## config.mk

```make
export PLATFORM = sky130hd
export DESIGN_NAME = ram_copy_master_flat
export DESIGN_NICKNAME = d
export VERILOG_FILES = /design/src/rtl/ram_copy_master_if.sv /design/src/rtl/ram_copy_master.sv /design/src/flat_wrapper.sv
export SDC_FILE = /design/constraint.sdc
export NUM_CORES = 1
export LEC_CHECK = 0
export ABC_CLOCK_PERIOD_IN_PS = 3500
export CAP_MARGIN = 5
export CORE_MARGIN = 5
export CORE_UTILIZATION = 38
export DETAILED_ROUTE_END_ITERATION = 7
export PLACE_DENSITY_LB_ADDON = 0.05
export SYNTH_ARGS = -nofsm -noshare
export SYNTH_HDL_FRONTEND = slang
export SYNTH_SLANG_ARGS = --single-unit
export TNS_END_PERCENT = 30
```

## constraint.sdc

```tcl
create_clock -name clk -period 3.5 [get_ports clk]
set_clock_uncertainty 0.15 [all_clocks]
set_input_delay 0.525 -clock clk [delete_from_list [all_inputs] [get_ports clk]]
set_output_delay 0.525 -clock clk [all_outputs]
set_load 0.01 [all_outputs]
```

## src/rtl/ram_copy_master_if.sv

```systemverilog
// Bus bundle for the single-cycle RAM protocol.
//   req    : one-cycle transaction request
//   we     : 1 = write, 0 = read
//   addr   : byte address, always word aligned
//   wdata  : write data
//   be     : byte enables
//   rdata  : read data returned with rvalid
//   rvalid : response strobe, one cycle after req (reads and writes)
interface ram_copy_master_if;
  logic        req;
  logic        we;
  logic [31:0] addr;
  logic [31:0] wdata;
  logic [3:0]  be;
  logic [31:0] rdata;
  logic        rvalid;

  modport master (
    output req, we, addr, wdata, be,
    input  rdata, rvalid
  );

  modport slave (
    input  req, we, addr, wdata, be,
    output rdata, rvalid
  );
endinterface

```

## src/rtl/ram_copy_master.sv

```systemverilog
// RAM copy/fill bus master.
// Copies len_i words from src_addr_i to dst_addr_i (mode_i=0), or writes
// pattern_i into len_i words starting at dst_addr_i (mode_i=1). One bus
// transaction outstanding at a time; each wait for rvalid is bounded by
// TIMEOUT_CYC cycles.
// Ports:
//   clk, rst_n        clock, async active-low reset
//   start_i, mode_i   start pulse (sampled in IDLE) and copy/fill select
//   src_addr_i        source byte address (copy only)
//   dst_addr_i        destination byte address
//   len_i             number of 32-bit words
//   pattern_i         fill word
//   busy_o, done_o    transfer active / one-cycle completion pulse
//   err_o             sticky error (misalignment or timeout)
//   words_done_o      words written and acknowledged
//   bus               RAM master port
//
// state     | meaning
// ----------+-----------------------------------------------
// S_IDLE    | waiting for start_i
// S_RD_REQ  | read request on the bus at src_ptr
// S_RD_WAIT | waiting for read data
// S_WR_REQ  | write request on the bus at dst_ptr
// S_WR_WAIT | waiting for write acknowledge
// S_DONE    | done_o pulse, back to idle
module ram_copy_master #(
  parameter int LEN_W       = 16,
  parameter int TIMEOUT_CYC = 16
) (
  input  logic             clk,
  input  logic             rst_n,
  input  logic             start_i,
  input  logic             mode_i,
  input  logic [31:0]      src_addr_i,
  input  logic [31:0]      dst_addr_i,
  input  logic [LEN_W-1:0] len_i,
  input  logic [31:0]      pattern_i,
  output logic             busy_o,
  output logic             done_o,
  output logic             err_o,
  output logic [LEN_W-1:0] words_done_o,
  ram_copy_master_if.master bus
);

  localparam int TMR_W = $clog2(TIMEOUT_CYC);
  localparam logic [TMR_W-1:0] TMR_LOAD = TMR_W'(TIMEOUT_CYC - 1);

  typedef enum logic [2:0] {
    S_IDLE, S_RD_REQ, S_RD_WAIT, S_WR_REQ, S_WR_WAIT, S_DONE
  } state_t;

  state_t           state_q, state_d;
  logic             mode_q, mode_d;
  logic [31:0]      src_q, src_d;
  logic [31:0]      dst_q, dst_d;
  logic [LEN_W-1:0] len_q, len_d;
  logic [31:0]      pat_q, pat_d;
  logic [31:0]      data_q, data_d;
  logic [TMR_W-1:0] tmr_q, tmr_d;
  logic [LEN_W-1:0] words_q, words_d;
  logic [LEN_W-1:0] words_inc;
  logic             err_q, err_d;
  logic             busy_q, busy_d;
  logic             done_q, done_d;
  logic             req_q, req_d;
  logic             we_q, we_d;
  logic [31:0]      addr_q, addr_d;
  logic [31:0]      wdata_q, wdata_d;

  assign words_inc = words_q + LEN_W'(1);

  always_ff @(posedge clk or negedge rst_n) begin
    if (!rst_n) begin
      state_q <= S_IDLE;
      mode_q  <= 1'b0;
      src_q   <= '0;
      dst_q   <= '0;
      len_q   <= '0;
      pat_q   <= '0;
      data_q  <= '0;
      tmr_q   <= '0;
      words_q <= '0;
      err_q   <= 1'b0;
      busy_q  <= 1'b0;
      done_q  <= 1'b0;
      req_q   <= 1'b0;
      we_q    <= 1'b0;
      addr_q  <= '0;
      wdata_q <= '0;
    end else begin
      state_q <= state_d;
      mode_q  <= mode_d;
      src_q   <= src_d;
      dst_q   <= dst_d;
      len_q   <= len_d;
      pat_q   <= pat_d;
      data_q  <= data_d;
      tmr_q   <= tmr_d;
      words_q <= words_d;
      err_q   <= err_d;
      busy_q  <= busy_d;
      done_q  <= done_d;
      req_q   <= req_d;
      we_q    <= we_d;
      addr_q  <= addr_d;
      wdata_q <= wdata_d;
    end
  end

  always_comb begin
    state_d = state_q;
    mode_d  = mode_q;
    src_d   = src_q;
    dst_d   = dst_q;
    len_d   = len_q;
    pat_d   = pat_q;
    data_d  = data_q;
    tmr_d   = tmr_q;
    words_d = words_q;
    err_d   = err_q;

    case (state_q)
      S_IDLE: begin
        if (start_i) begin
          mode_d  = mode_i;
          src_d   = src_addr_i;
          dst_d   = dst_addr_i;
          len_d   = len_i;
          pat_d   = pattern_i;
          err_d   = 1'b0;
          words_d = '0;
          // Source alignment only matters when the source is actually read.
          if ((!mode_i && src_addr_i[1:0] != 2'b00) || dst_addr_i[1:0] != 2'b00) begin
            err_d   = 1'b1;
            state_d = S_DONE;
          end else if (len_i == '0) begin
            state_d = S_DONE;
          end else begin
            state_d = mode_i ? S_WR_REQ : S_RD_REQ;
          end
        end
      end
      S_RD_REQ: begin
        tmr_d   = TMR_LOAD;
        state_d = S_RD_WAIT;
      end
      S_RD_WAIT: begin
        if (bus.rvalid) begin
          data_d  = bus.rdata;
          src_d   = src_q + 32'd4;
          state_d = S_WR_REQ;
        end else if (tmr_q == '0) begin
          err_d   = 1'b1;
          state_d = S_DONE;
        end else begin
          tmr_d = tmr_q - TMR_W'(1);
        end
      end
      S_WR_REQ: begin
        tmr_d   = TMR_LOAD;
        state_d = S_WR_WAIT;
      end
      S_WR_WAIT: begin
        if (bus.rvalid) begin
          dst_d   = dst_q + 32'd4;
          words_d = words_inc;
          if (words_inc == len_q) state_d = S_DONE;
          else                    state_d = mode_q ? S_WR_REQ : S_RD_REQ;
        end else if (tmr_q == '0) begin
          err_d   = 1'b1;
          state_d = S_DONE;
        end else begin
          tmr_d = tmr_q - TMR_W'(1);
        end
      end
      S_DONE:  state_d = S_IDLE;
      default: state_d = S_IDLE;
    endcase
  end

  // Outputs are registered from the next state so they line up with the
  // state they describe (req_o high exactly in the *_REQ cycle).
  always_comb begin
    req_d   = (state_d == S_RD_REQ) || (state_d == S_WR_REQ);
    we_d    = (state_d == S_WR_REQ);
    busy_d  = (state_d != S_IDLE) && (state_d != S_DONE);
    done_d  = (state_d == S_DONE);
    addr_d  = addr_q;
    wdata_d = wdata_q;
    if (state_d == S_RD_REQ) begin
      addr_d = src_d;
    end else if (state_d == S_WR_REQ) begin
      addr_d  = dst_d;
      wdata_d = mode_d ? pat_d : data_d;
    end
  end

  assign busy_o       = busy_q;
  assign done_o       = done_q;
  assign err_o        = err_q;
  assign words_done_o = words_q;
  assign bus.req      = req_q;
  assign bus.we       = we_q;
  assign bus.addr     = addr_q;
  assign bus.wdata    = wdata_q;
  assign bus.be       = 4'hF;

endmodule

```

## src/flat_wrapper.sv

```systemverilog
// flat-port wrapper written by rule: the top's interface ports become plain ports
module ram_copy_master_flat 
#(
  parameter int LEN_W       = 16,
  parameter int TIMEOUT_CYC = 16
)
  (clk, rst_n, start_i, mode_i, src_addr_i, dst_addr_i, len_i, pattern_i, busy_o, done_o, err_o, words_done_o, bus_req, bus_we, bus_addr, bus_wdata, bus_be, bus_rdata, bus_rvalid);
  ram_copy_master_if bus_i ();
  input  logic clk;
  input  logic rst_n;
  input  logic start_i;
  input  logic mode_i;
  input  logic [31:0] src_addr_i;
  input  logic [31:0] dst_addr_i;
  input  logic [LEN_W-1:0] len_i;
  input  logic [31:0] pattern_i;
  output logic busy_o;
  output logic done_o;
  output logic err_o;
  output logic [LEN_W-1:0] words_done_o;
  output wire logic [$bits(bus_i.req)-1:0] bus_req;
  output wire logic [$bits(bus_i.we)-1:0] bus_we;
  output wire logic [$bits(bus_i.addr)-1:0] bus_addr;
  output wire logic [$bits(bus_i.wdata)-1:0] bus_wdata;
  output wire logic [$bits(bus_i.be)-1:0] bus_be;
  input wire logic [$bits(bus_i.rdata)-1:0] bus_rdata;
  input wire logic [$bits(bus_i.rvalid)-1:0] bus_rvalid;
  assign bus_req = bus_i.req;
  assign bus_we = bus_i.we;
  assign bus_addr = bus_i.addr;
  assign bus_wdata = bus_i.wdata;
  assign bus_be = bus_i.be;
  assign bus_i.rdata = bus_rdata;
  assign bus_i.rvalid = bus_rvalid;
  ram_copy_master #(.LEN_W(LEN_W), .TIMEOUT_CYC(TIMEOUT_CYC)) u_core (.clk(clk), .rst_n(rst_n), .start_i(start_i), .mode_i(mode_i), .src_addr_i(src_addr_i), .dst_addr_i(dst_addr_i), .len_i(len_i), .pattern_i(pattern_i), .busy_o(busy_o), .done_o(done_o), .err_o(err_o), .words_done_o(words_done_o), .bus(bus_i));
endmodule
```

==> flow_summary.yaml <==
hold_path:
  min-delay-start: "u_core.pat_q[22]"
  holdPathEnd: "u_core.pat_q[22]"
  hold_depth: 2
  hold_class: "flip-flop to flip-flop"
power:
  p_total_mw: 13.1
  p_leak_nw: 6.93
  peakVddDrop_mv: 0.351
  powerDensity_mw_per_mm2: 829
worst_setup_path:
  crit_family: "simple AND/OR/NAND/NOR gates"
  critPathRequiredTime_ps: 3780
  crit_fanout: 21
  r2r-start: "u_core.words_done_o[0]"
  crit_start: "u_core.words_done_o[0]"
  rr_endpoint: "u_core.bus.addr[24]"
  start_kind: "flip-flop"
  worst_path_largest_cell_delay_ps: 570
  worstPathArrival_ps: 3530
  cp_num_buf_inv: 3
  worstPathCellList: "ha_1, nand4_2, buf_4, or3_1, a211oi_2, o21ai_1, or4_4, a31oi_4, buf_12, buf_12, mux2i_1, o21ai_1"
  cpMaxStageDelayCell: "or4_4"
  ff2ff_path_depth: 12
  worst_setup_path_end_kind: "flip-flop"
  worstSetupPathType: "flip-flop to flip-flop"
  rrSetupSlack_ps: 240
die:
  chipWidth_um: 186
  ios: 238
  core_area_sq_mm: 0.0307
  initial_utilization_pct: 38.5
  rows: 64
  dieArea_sq_mm: 0.0347
  die_y_um: 186
cts:
  cts-root-buf: "clkbuf_16"
  clock-sinks: 237
  clk_path_buf_depth: 3
  ctsHtreeMaxLevel: 1
  worstSkewPairLatency_ps: 540
  cts_buffers: 28
  cts_tree: "built"
  path_clk_slew_ps: 60
place:
  dpl-instance-area_sq_mm: 0.0149
  dp_cells: 1862
  place_ws_ps: 68.8
  numPortBuffers: 233
  dp_hpwl_um: 25400
  place.gp.congestion: 0.839
sta:
  drv_slew: 0
  finalHoldWorstSlack_ps: 320
  fin_crit_ps: 3260
  rsz0062_at_grt: "false"
  timing.fmax_mhz: 307
  setup_viol: 0
  setup_slack_ps: 245
  hold_viol_final: 0
  period_share_pct: 93.0
  slew_headroom_pct: 35.9
  worst_pin_slew_ps: 951
  finalSetupTns_ps: 0
routing:
  viasPerCell: 5.32
  drtIter0Drc: 678
  wl_um: 36200
  wire_per_inst_um: 18.9
  drc: 0
  drtPass1Iterations: 5
  ant_nets: 0
  num_vias: 10207
logic_synthesis:
  synth-seq-cells: 237
  synth_top_area_share_pct: 50.2
  synth.area.top_cells: "dfrtp_1 50%, nand2_1 9.1%, mux2i_1 5.7%, o21ai_0 5.4%, mux2_2 3.1%"
  syn_area_sq_mm: 0.0118
  ys_warn_count: 0
  synth_top_area_cell: "dfrtp_1"
  syn_area_per_cell_sq_um: 9.44
  ys_seq_area_share_pct: 50.2
  synth_edf_count: 0
  async_flop_share_pct: 100
  synth_top_flop_cell: "dfrtp_1"
  synthDistinctLibCells: 67
  synth_most_common_cell: "nand2_1"
  postSynthCellCount: 1251
  synth_common_cells: "286 x nand2_1, 237 x dfrtp_1, 127 x o21ai_0"
finish:
  syn2layout_area_growth_pct: 33.7
  post-route-util_pct: 51.5
  nFillCells: 2911
  drive_gt1_share_pct: 10.6
  finalNonFillerCells: 1917
  final_area_sq_mm: 0.0158
  fin_nets: 1651
global_routing:
  grt_overflow_total: 0
  grt_max_degree: 80
  grt_pass1_vias: 10316
  track_usage_pct: 20.3
  grt_pass1_wl_um: 56600
  antenna_found_initial: 2
status:
  status: "completed"
flow_run:
  max-cap-violations: 0
power breakdown:
part	internal, mW	switching [mW]	total, mW	leakage (nW)
Combinational	2.58	3.18	5.77	3.48
Sequential	3.81	0.722	4.53	3.02
Clock	1.62	1.17	2.79	0.430
Total	8.02	5.07	13.1	6.93
state kept, by name, summed over array words and instances (netlist names), 3 cells and up:
register	flops
u_core.bus.addr	32
u_core.bus.wdata	32
u_core.data_q	32
u_core.dst_q	32
u_core.len_q	16
u_core.pat_q	32
u_core.src_q	32
u_core.state_q	3
u_core.tmr_q	4
u_core.words_done_o	16
cell families (layout without fill, tap and decap cells):
kind of cell	after synthesis	in the layout	share of synthesized area, %
other cells	1	6	0.0318
simple gates	486	486	18.9
fa+ha+maj	4	4	0.424
mux	99	99	8.73
flops	237	237	50.2
buf+inv	99	364	3.96
xor+xnor	22	22	1.76
compound gates	303	303	15.9
area by class of cell:
cell class	instances	area (sq um)	area share, %
clock inverter	6	43.8	0.277
multi-input combinational	918	5460	34.5
tap	396	495	3.14
antenna	2	5.00	0.0317
inverter	17	63.8	0.404
sequential	237	5930	37.6
timing repair buffer	296	2960	18.8
clock buffer	45	835	5.28
cells in the final DEF, fill, tap and decap left out, drive strengths merged, types with 6 or more instances in the layout:
| cell | count |
|---|---|
| xnor2 | 16 |
| and4 | 11 |
| a22oi | 6 |
| o311ai | 13 |
| a21oi | 31 |
| nand2 | 286 |
| nor2 | 46 |
| mux2i | 67 |
| clkdlybuf4s50 | 232 |
| nor4 | 12 |
| o21ai | 163 |
| a31oi | 14 |
| nor3b | 6 |
| dfrtp | 237 |
| mux2 | 32 |
| nand3 | 35 |
| and3 | 19 |
| and2 | 8 |
| or2 | 7 |
| o211ai | 22 |
| o31ai | 6 |
| clkbuf | 45 |
| nand4 | 19 |
| nor3 | 18 |
| buf | 63 |
| a221o | 11 |
| or3 | 6 |
| inv | 17 |
tightest hold or removal path: stages, from the launching register on:
cell and delay, ps:
dfrtp_1 320, nand2_1 40, nand2_1 70
how the worst max path moves through the flow:
| stage | slack (ps) | cells past startpoint | to |
|---|---|---|---|
| 6_report | 240 | 12 | u_core.bus.addr[24] |
| 5_1_grt | 40 | 12 | u_core.bus.addr[28] |
| 4_1_cts | 70 | 11 | u_core.bus.addr[7] |
| 3_5_place_dp | 70 | 11 | u_core.bus.addr[25] |
| 3_3_place_gp | 140 | 11 | u_core.bus.addr[20] |
| 2_1_floorplan | 90 | 11 | u_core.bus.addr[20] |
timing repair:
action                                  in CTS  in global routing
hold endpoints to repair                    70                  0
endpoints found under the setup margin       0                 64
hold buffers                                 1                  0
buffers inserted                             0                  1
gates resized for setup                      0                  1
layer usage:
layer	up-vias	global-route usage, %	share of wire [%]
met1	4936	28.5	46
met2	274	32.2	45
met4	0	4.87	2.3
met5	-	0	0
li1	4954	-	-
met3	43	4.80	7.1
(Power assumes the default switching activity.)
